File: src/rtl/sram_port_driver.sv
// sram_port_driver: turns a valid/ready request stream into registered cycles on the
// single RW port of the SRAM macro, captures dout0 and returns read data in order on
// a valid/ready response stream.
// Build option SRAM_DRV_RESP_FIFO_EN: when defined, responses are held in a 3-entry
// circular FIFO; otherwise a single response register is used.
module sram_port_driver #(
  parameter int DATA_WIDTH = 2,
  parameter int ADDR_WIDTH = 4
) (
  input  logic                  clk0,
  input  logic                  rst0_n,
  input  logic                  req_valid,
  output logic                  req_ready,
  input  logic                  req_we,
  input  logic [ADDR_WIDTH-1:0] req_addr,
  input  logic [DATA_WIDTH-1:0] req_wdata,
  output logic                  resp_valid,
  input  logic                  resp_ready,
  output logic [DATA_WIDTH-1:0] resp_rdata,
  output logic                  csb0,
  output logic                  web0,
  output logic [ADDR_WIDTH-1:0] addr0,
  output logic [DATA_WIDTH-1:0] din0,
  input  logic [DATA_WIDTH-1:0] dout0,
  output logic                  busy
);

`ifdef SRAM_DRV_RESP_FIFO_EN
  localparam int unsigned RESP_DEPTH = 3;
`else
  localparam int unsigned RESP_DEPTH = 1;
`endif
  localparam logic [2:0] DEPTH_W = 3'(RESP_DEPTH);

  logic                  r_req_ready;
  logic                  r_csb;
  logic                  r_web;
  logic [ADDR_WIDTH-1:0] r_addr;
  logic [DATA_WIDTH-1:0] r_din;
  logic                  r_rd_p1;   // read presented to the macro this cycle
  logic                  r_rd_p2;   // read sampled by the macro, dout0 valid at next edge
  logic [1:0]            r_count;   // buffered responses

  logic                  w_accept;
  logic                  w_rd_accept;
  logic                  w_capture;
  logic                  w_pop;
  logic [1:0]            w_count_nxt;
  logic [2:0]            w_out_nxt;

  assign w_accept    = req_valid & r_req_ready;
  assign w_rd_accept = w_accept & ~req_we;
  assign w_capture   = r_rd_p2;
  assign w_pop       = (r_count != '0) & resp_ready;

  // Next buffer occupancy and next outstanding count (reads in flight + buffered)
  always_comb begin
    w_count_nxt = r_count;
    case ({w_capture, w_pop})
      2'b10:   w_count_nxt = r_count + 2'd1;
      2'b01:   w_count_nxt = r_count - 2'd1;
      default: w_count_nxt = r_count;
    endcase
    w_out_nxt = {2'b00, w_rd_accept} + {2'b00, r_rd_p1} + {1'b0, w_count_nxt};
  end

  // Credit: req_ready is the registered image of next-cycle outstanding < depth,
  // so a pop at edge T can only raise it after T
  always_ff @(posedge clk0 or negedge rst0_n) begin
    if (!rst0_n) begin
      r_req_ready <= 1'b0;
    end else begin
      r_req_ready <= (w_out_nxt < DEPTH_W);
    end
  end

  // Macro port registers; address/data hold on cycles without an accept
  always_ff @(posedge clk0 or negedge rst0_n) begin
    if (!rst0_n) begin
      r_csb  <= 1'b1;
      r_web  <= 1'b1;
      r_addr <= '0;
      r_din  <= '0;
    end else begin
      r_csb <= ~w_accept;
      r_web <= ~(w_accept & req_we);
      if (w_accept) begin
        r_addr <= req_addr;
        r_din  <= req_wdata;
      end
    end
  end

  // Read pipeline tracking and response occupancy
  always_ff @(posedge clk0 or negedge rst0_n) begin
    if (!rst0_n) begin
      r_rd_p1 <= 1'b0;
      r_rd_p2 <= 1'b0;
      r_count <= '0;
    end else begin
      r_rd_p1 <= w_rd_accept;
      r_rd_p2 <= r_rd_p1;
      r_count <= w_count_nxt;
    end
  end

`ifdef SRAM_DRV_RESP_FIFO_EN
  localparam logic [1:0] LAST_IDX = 2'(RESP_DEPTH - 1);

  logic [DATA_WIDTH-1:0] r_mem [RESP_DEPTH];
  logic [1:0]            r_wr_ptr;
  logic [1:0]            r_rd_ptr;

  // Circular response FIFO; capture and pop on the same edge touch different entries
  always_ff @(posedge clk0 or negedge rst0_n) begin
    if (!rst0_n) begin
      r_mem    <= '{default: '0};
      r_wr_ptr <= '0;
      r_rd_ptr <= '0;
    end else begin
      if (w_capture) begin
        r_mem[r_wr_ptr] <= dout0;
        r_wr_ptr        <= (r_wr_ptr == LAST_IDX) ? '0 : r_wr_ptr + 2'd1;
      end
      if (w_pop) begin
        r_rd_ptr <= (r_rd_ptr == LAST_IDX) ? '0 : r_rd_ptr + 2'd1;
      end
    end
  end

  assign resp_rdata = r_mem[r_rd_ptr];
`else
  logic [DATA_WIDTH-1:0] r_rdata;

  // Single response register; the credit rule guarantees it is empty when a read lands
  always_ff @(posedge clk0 or negedge rst0_n) begin
    if (!rst0_n) begin
      r_rdata <= '0;
    end else if (w_capture) begin
      r_rdata <= dout0;
    end
  end

  assign resp_rdata = r_rdata;
`endif

  assign req_ready  = r_req_ready;
  assign csb0       = r_csb;
  assign web0       = r_web;
  assign addr0      = r_addr;
  assign din0       = r_din;
  assign resp_valid = (r_count != '0);
  assign busy       = r_rd_p1 | r_rd_p2 | (r_count != '0);

endmodule

File: config.mk
export PLATFORM = sky130hd
export DESIGN_NAME = sram_port_driver
export DESIGN_NICKNAME = d
export VERILOG_FILES = /design/src/rtl/sram_port_driver.sv
export SDC_FILE = /design/constraint.sdc
export NUM_CORES = 1
export LEC_CHECK = 0
export ABC_AREA = 1
export CAP_MARGIN = 20
export CORE_AREA = 2 2 42 44
export DETAILED_ROUTE_END_ITERATION = 6
export DIE_AREA = 0 0 44 46
export PLACE_DENSITY = 0.73
export SETUP_SLACK_MARGIN = 0.4
export SYNTH_ARGS = -nofsm -noshare
export SYNTH_HDL_FRONTEND = slang
export SYNTH_SLANG_ARGS = --single-unit
File: constraint.sdc
create_clock -name clk0 -period 4.8 [get_ports clk0]
set_input_delay 1.2 -clock clk0 [delete_from_list [all_inputs] [get_ports clk0]]
set_output_delay 1.2 -clock clk0 [all_outputs]
set_load 0.02 [all_outputs]
==> flow_summary.yaml, run 1 <==
placed_design:
  portBuffers: 25
  dpl.hpwl_microns: 815.9
  place.gp.congestion: 0.6911
drt:
  routed_wl_microns: 1055
  vias: 447
  post-route-drc-count: 0
  vias_per_cell: 4.561
  wire_per_inst_microns: 10.77
  antenna_left: 0
  drt_first_pass_iters: 2
  drt-initial-drc-count: 1
synthesis:
  synth-edff-count: 0
  ys_types: 14
  synthXorXnorAreaFrac_pct: 1.386
  yosys.area_share.simple_pct: 15.25
  ys_seq_area_share_pct: 59.80
  synth_top_family_by_area: "simple AND/OR/NAND/NOR gates"
  synthArstFlopShare_pct: 100.0
  synth_compound_gate_area_share_pct: 0
  syn_area_per_cell_sq_um: 12.15
  syn-instance-count: 52
  synthMuxAreaShare_pct: 14.26
  synth_area_leaders: "dfrtp_1, mux2_4, dfstp_2, nand2_1, inv_1"
  ys.flop_type: "dfrtp_1"
  synthAdderAreaFrac_pct: 5.149
  yosysTopAreaCellShare_pct: 51.49
  yosysTopAreaCell: "dfrtp_1"
  synth_area_sq_um: 631.9
  yosysMostFrequentCell: "dfrtp_1"
  synth.top_cells.by_count: "dfrtp_1, nand2_1, inv_1, mux2_4, nor2_1"
  synth_warnings: 0
  synth_seq_cells: 15
  syn-num-nets: 67
sta:
  worst_hold_slack_ns: 0.4567
  fin_crit_sh_pct: 61.15
  finalSetupViolCount: 0
  fmax_mhz: 340.7
  layout_min_cycle_time_ns: 2.935
  worst_pin_slew_ns: 0.6390
  timing.final.hold_violations: 0
  finClkSkew_ns: 0.001806
  maxSlewHeadroom_pct: 57.27
  finalSetupTns_ns: 0
  report.final.slew_viol_count: 0
  rsz0062_at_grt: "no"
clock_tree:
  cts_buffer_depth: 2
  post_cts_buffers: 0
  clk_pin_slew_ns: 0.08
  cts_tree: "done"
  ctsResizeCount: 0
  htreeDepth: 1
  root_buffer: "clkbuf_4"
  holdBufCountCts: 0
  clk_latency_ns: 0.27
  cts_buffers: 3
  clkSinkCount: 15
floorplanning:
  start_util_pct: 39.15
  io_pins: 26
  fp.dieArea_sq_mm: 0.002024
  fp.coreArea_sq_mm: 0.001614
  rows: 15
  die-width_microns: 44
  die-height_microns: 46
power:
  ir_worst_vdd_mv: 0.3014
  powerDensity_mw_per_mm2: 639.1
  p_leak_nw: 0.4514
outcome:
  outcome: "completed"
worst_setup_path:
  crit_fanout: 2
  rrSetupSlack_ns: 2.69
  endpoint_kind: "register"
  worstReg2RegStart: "r_count[0]"
  cp.required_ns: 5.01
  rr_worst_depth: 7
  path_class: "in -> reg"
  startpoint_type: "input port"
  critPathArrivalTime_ns: 3.14
  r2r-end: "req_ready"
cells_and_area:
  final_nets: 97
  num-fill-cells: 147
  multi_input_area_sq_um: 227.7
  drive_gt1_share_pct: 17.28
  area_growth_pct: 47.13
  insertedDiodeCount: 0
  regArea_sq_um: 377.9
grt:
  grt_overflow: 0
  grt.total_usage_pct: 12.54
  grt_pass1_vias: 455
  grt_pass1_wl_microns: 1807
  grt_max_degree: 16
  antenna_found_initial: 0
run:
  drv_cap: 0
hold_path:
  hp-start: "r_rd_p1"
  hold_depth: 0
  worstHoldPathType: "reg -> reg"
  hold_end: "r_rd_p2"
sequential cells by signal, summed over array words and instances (netlist names):
signal / count
addr0: 4
din0: 2
r_count: 2
resp_rdata: 2
csb0: 1
r_rd_p1: 1
r_rd_p2: 1
req_ready: 1
web0: 1
worst max path at each step:
stage                     startpoint        end  slack, ns  cells past startpoint
after CTS                 resp_ready  req_ready       1.85                      8
after floorplan           resp_ready  req_ready       2.16                      7
after detailed placement  resp_ready  req_ready       1.58                      8
final                     resp_ready  req_ready       1.86                      8
after global routing      resp_ready  req_ready       1.77                      8
after global placement    resp_ready  req_ready       1.64                      8
per-layer routing:
metal	share of wire [%]	up-vias	GRT usage [%]
met5	0	-	0
met4	0	0	5.455
met3	7.1	0	4.365
met2	49	16	20.00
met1	44	213	15.40
li1	-	218	-
area by class of cell:
type                    instances  share of cell area (%)
flip-flops and latches         15                   40.65
repair buffers                 25                   26.92
multi-input cells              30                   24.50
clock buffers                   4                   2.826
inverters                       7                   2.826
well taps                      17                   2.288
cells by family (layout without fill, tap and decap cells):
group | count (synthesis) | in the layout
flip-flops | 15 | 15
AND/OR/NAND/NOR | 21 | 21
adder cells (fa/ha/maj) | 2 | 2
XOR/XNOR | 1 | 1
multiplexers | 6 | 6
buffers and inverters | 7 | 36
layout by cell type, fill, tap and decap left out:
master | netlist | routed
nand2_1 | 11 | 11
xnor2_1 | 1 | 1
clkbuf_1 | 0 | 1
nor2_1 | 4 | 4
ha_1 | 1 | 1
clkdlybuf4s50_1 | 0 | 25
dfstp_2 | 2 | 2
fa_1 | 1 | 1
mux2_4 | 6 | 6
dfrtp_1 | 13 | 13
inv_1 | 7 | 7
clkbuf_4 | 0 | 3
nand3_1 | 2 | 2
nand4_1 | 1 | 1
nor2_2 | 1 | 1
or2_2 | 1 | 1
nand2_4 | 1 | 1
report_power, final:
group          internal, mW  total, mW  switching, mW
clock network        0.0321     0.0669         0.0347
registers             0.181      0.214         0.0331
logic                 0.168      0.313          0.145
stage by stage:
stage,utilization (%),power [mW],cells,cell area (sq um),setup slack (ns)
finish,57.60,0.5941,98,929.6,1.865
global route,57.60,0.6420,98,929.6,1.771
CTS,57.60,0.6055,98,929.6,1.850
detailed placement,55.97,0.5329,94,903.4,1.583
global placement,55.97,0.5242,94,903.4,1.644
floorplan,-,0.3989,52,631.9,2.161
critical path: stages:
cell and delay [ns]:
clkdlybuf4s50_1 0.46, inv_1 0.04, nor2_1 0.09, ha_1 0.25
xnor2_1 0.23, fa_1 0.45, or2_2 0.32, nor2_2 0.10
Note: power is estimated with default switching activity, not from simulation.
==> inputs of run 2 (changes only) <==
--- a/config.mk
+++ b/config.mk
@@ -7,10 +7,10 @@
 export LEC_CHECK = 0
 export ABC_AREA = 1
 export CAP_MARGIN = 20
-export CORE_AREA = 2 2 42 44
+export CORE_AREA = 2 2 43 45
 export DETAILED_ROUTE_END_ITERATION = 6
-export DIE_AREA = 0 0 44 46
-export PLACE_DENSITY = 0.73
+export DIE_AREA = 0 0 45 47
+export PLACE_DENSITY = 0.7
 export SETUP_SLACK_MARGIN = 0.4
 export SYNTH_ARGS = -nofsm -noshare
 export SYNTH_HDL_FRONTEND = slang
==> constraint.sdc (replaced) <==
create_clock -name clk0 -period 2.9 [get_ports clk0]
set_input_delay 0.725 -clock clk0 [delete_from_list [all_inputs] [get_ports clk0]]
set_output_delay 0.725 -clock clk0 [all_outputs]
set_load 0.02 [all_outputs]
==> flow_summary.yaml, run 2 (same netlist as run 1, synthesis figures left out) <==
sta:
  worst_pin_slew_ns: 0.6315
  finalSetupViolCount: 0
  worst_hold_slack_ns: 0.4502
  timing.final.ws_setup_ns: 0.5442
  layout_min_cycle_time_ns: 2.356
  finClkSkew_ns: 0.002970
  fmax_mhz: 424.5
  fin_crit_sh_pct: 81.23
  finalSetupTns_ns: 0
  timing.final.hold_violations: 0
  rsz0062_at_grt: "no"
  maxSlewHeadroom_pct: 57.77
  report.final.slew_viol_count: 0
clock_tree:
  htreeDepth: 1
  holdBufCountCts: 0
  clkSinkCount: 15
  cts_tree: "done"
  cts_buffer_depth: 2
  root_buffer: "clkbuf_4"
  clk_pin_slew_ns: 0.09
  cts_buffers: 3
  clk_latency_ns: 0.28
worst_setup_path:
  endpoint_kind: "register"
  path_cells: "clkdlybuf4s50_1, inv_1, nor2_1, ha_1, xnor2_2, fa_1, or2_2, nor2_2"
  crit_family: "adder cells"
  path_class: "in -> reg"
  startpoint_type: "input port"
  cp.required_ns: 3.13
  crit_slowest_cell: "clkdlybuf4s50_1"
  critPathArrivalTime_ns: 2.58
  cpPeakStageDelay_ns: 0.45
  crit_fanout: 2
  path_buf_inv: 2
power:
  p_leak_nw: 0.4600
  p_int_mw: 0.6360
  switchingPower_mw: 0.3669
  totalPowerFinal_mw: 1.003
  powerDensity_mw_per_mm2: 1069
  swShare_pct: 36.58
  p_seq_share_pct: 35.7
  combPwrFrac_pct: 52.7
  ir_worst_vdd_mv: 0.5555
  pwr-share-clk_pct: 11.7
cells_and_area:
  area_growth_pct: 48.51
  layout.cells.non_filler: 98
  insertedDiodeCount: 0
  finalInstanceArea_sq_um: 938.4
  drive_gt1_share_pct: 19.75
  largest_register_ffs: 4
  layout_commonest_cell: "clkdlybuf4s50_1"
  utilization_pct: 56.82
  final_nets: 97
  mostFrequentLayoutCells: "clkdlybuf4s50_1, dfrtp_1, nand2_1"
floorplanning:
  rows: 15
  start_util_pct: 38.26
  fp.coreArea_sq_mm: 0.001652
  die-width_microns: 45
  fp.dieArea_sq_mm: 0.002115
  io_pins: 26
  die-height_microns: 47
placed_design:
  dp_slack_ns: 0.1630
  place_inst: 94
  placed_area_sq_um: 903.4
  place.gp.congestion: 0.7764
  dpl.hpwl_microns: 901.1
  portBuffers: 25
drt:
  vias: 449
  post-route-drc-count: 0
  wire_per_inst_microns: 11.65
  drt-initial-drc-count: 6
  antenna_left: 0
  vias_per_cell: 4.582
  routed_wl_microns: 1142
  drt_first_pass_iters: 3
grt:
  grt_max_degree: 16
  grt_pass1_wl_microns: 1918
  grt_pass1_vias: 440
  grt.total_usage_pct: 13.39
  antenna_found_initial: 0
  grt_overflow: 0
hold_path:
  worstHoldPathType: "reg -> reg"
run:
  drv_cap: 0
outcome:
  outcome: "completed"
[run 2: cell count changes in the layout (fill, tap and decap cells not counted), sizes merged]
cell,previous run,this run
clkbuf,4,3
clkinv,0,1
[run 2: per-layer routing]
layer	share of wire, %	up-vias	wire (microns)	global-route usage [%]
met1	41	213	471	16.26
met2	52	12	589	20.29
li1	-	220	-	-
met3	5.7	4	65	6.923
met5	0	-	0	0
met4	1.5	0	17	5.294
[run 2: cell type report]
class	count	area, sq um
clock buffer	3	22.52
clock inverter	1	5.005
fill	152	713.2
inverter	7	26.28
multi-input combinational	30	235.2
sequential	15	377.9
tap	17	21.27
timing repair buffer	25	250.2
[run 2: worst reg2reg max path, cell delays in order (launching register included)]
cell and delay [ns]:
dfrtp_1 0.44, nor2_1 0.19, nor2_1 0.06, ha_1 0.32, xnor2_2 0.18, fa_1 0.42
or2_2 0.30, nor2_2 0.10
[run 2: final timing paths]
kind	slack, ns	cells after the start	to	startpoint
worst max-delay path	0.54	8	req_ready	resp_ready
worst min-delay path	0.45	0	r_rd_p2	r_rd_p1
worst max register to register	0.83	7	req_ready	r_count[0]
worst min register to register	0.45	0	r_rd_p2	r_rd_p1
max in group asynchronous	1.67	1	r_count[1]	rst0_n
min in group asynchronous	0.82	1	din0[0]	rst0_n
[run 2: power by group through the flow]
stage / clock network [mW] / registers [mW] / logic, mW
final: 0.117 / 0.358 / 0.528
after global routing: 0.133 / 0.372 / 0.581
after CTS: 0.124 / 0.358 / 0.526
after detailed placement: 0 / 0.361 / 0.526
after global placement: 0 / 0.357 / 0.515
after floorplan: 0 / 0.438 / 0.222
[run 2: what timing repair did]
action                                 4_1_cts  5_1_grt
endpoints found under the hold margin        0        0
setup buffers                                0        0
setup endpoints to repair                    0        1
resized for setup                            0        1
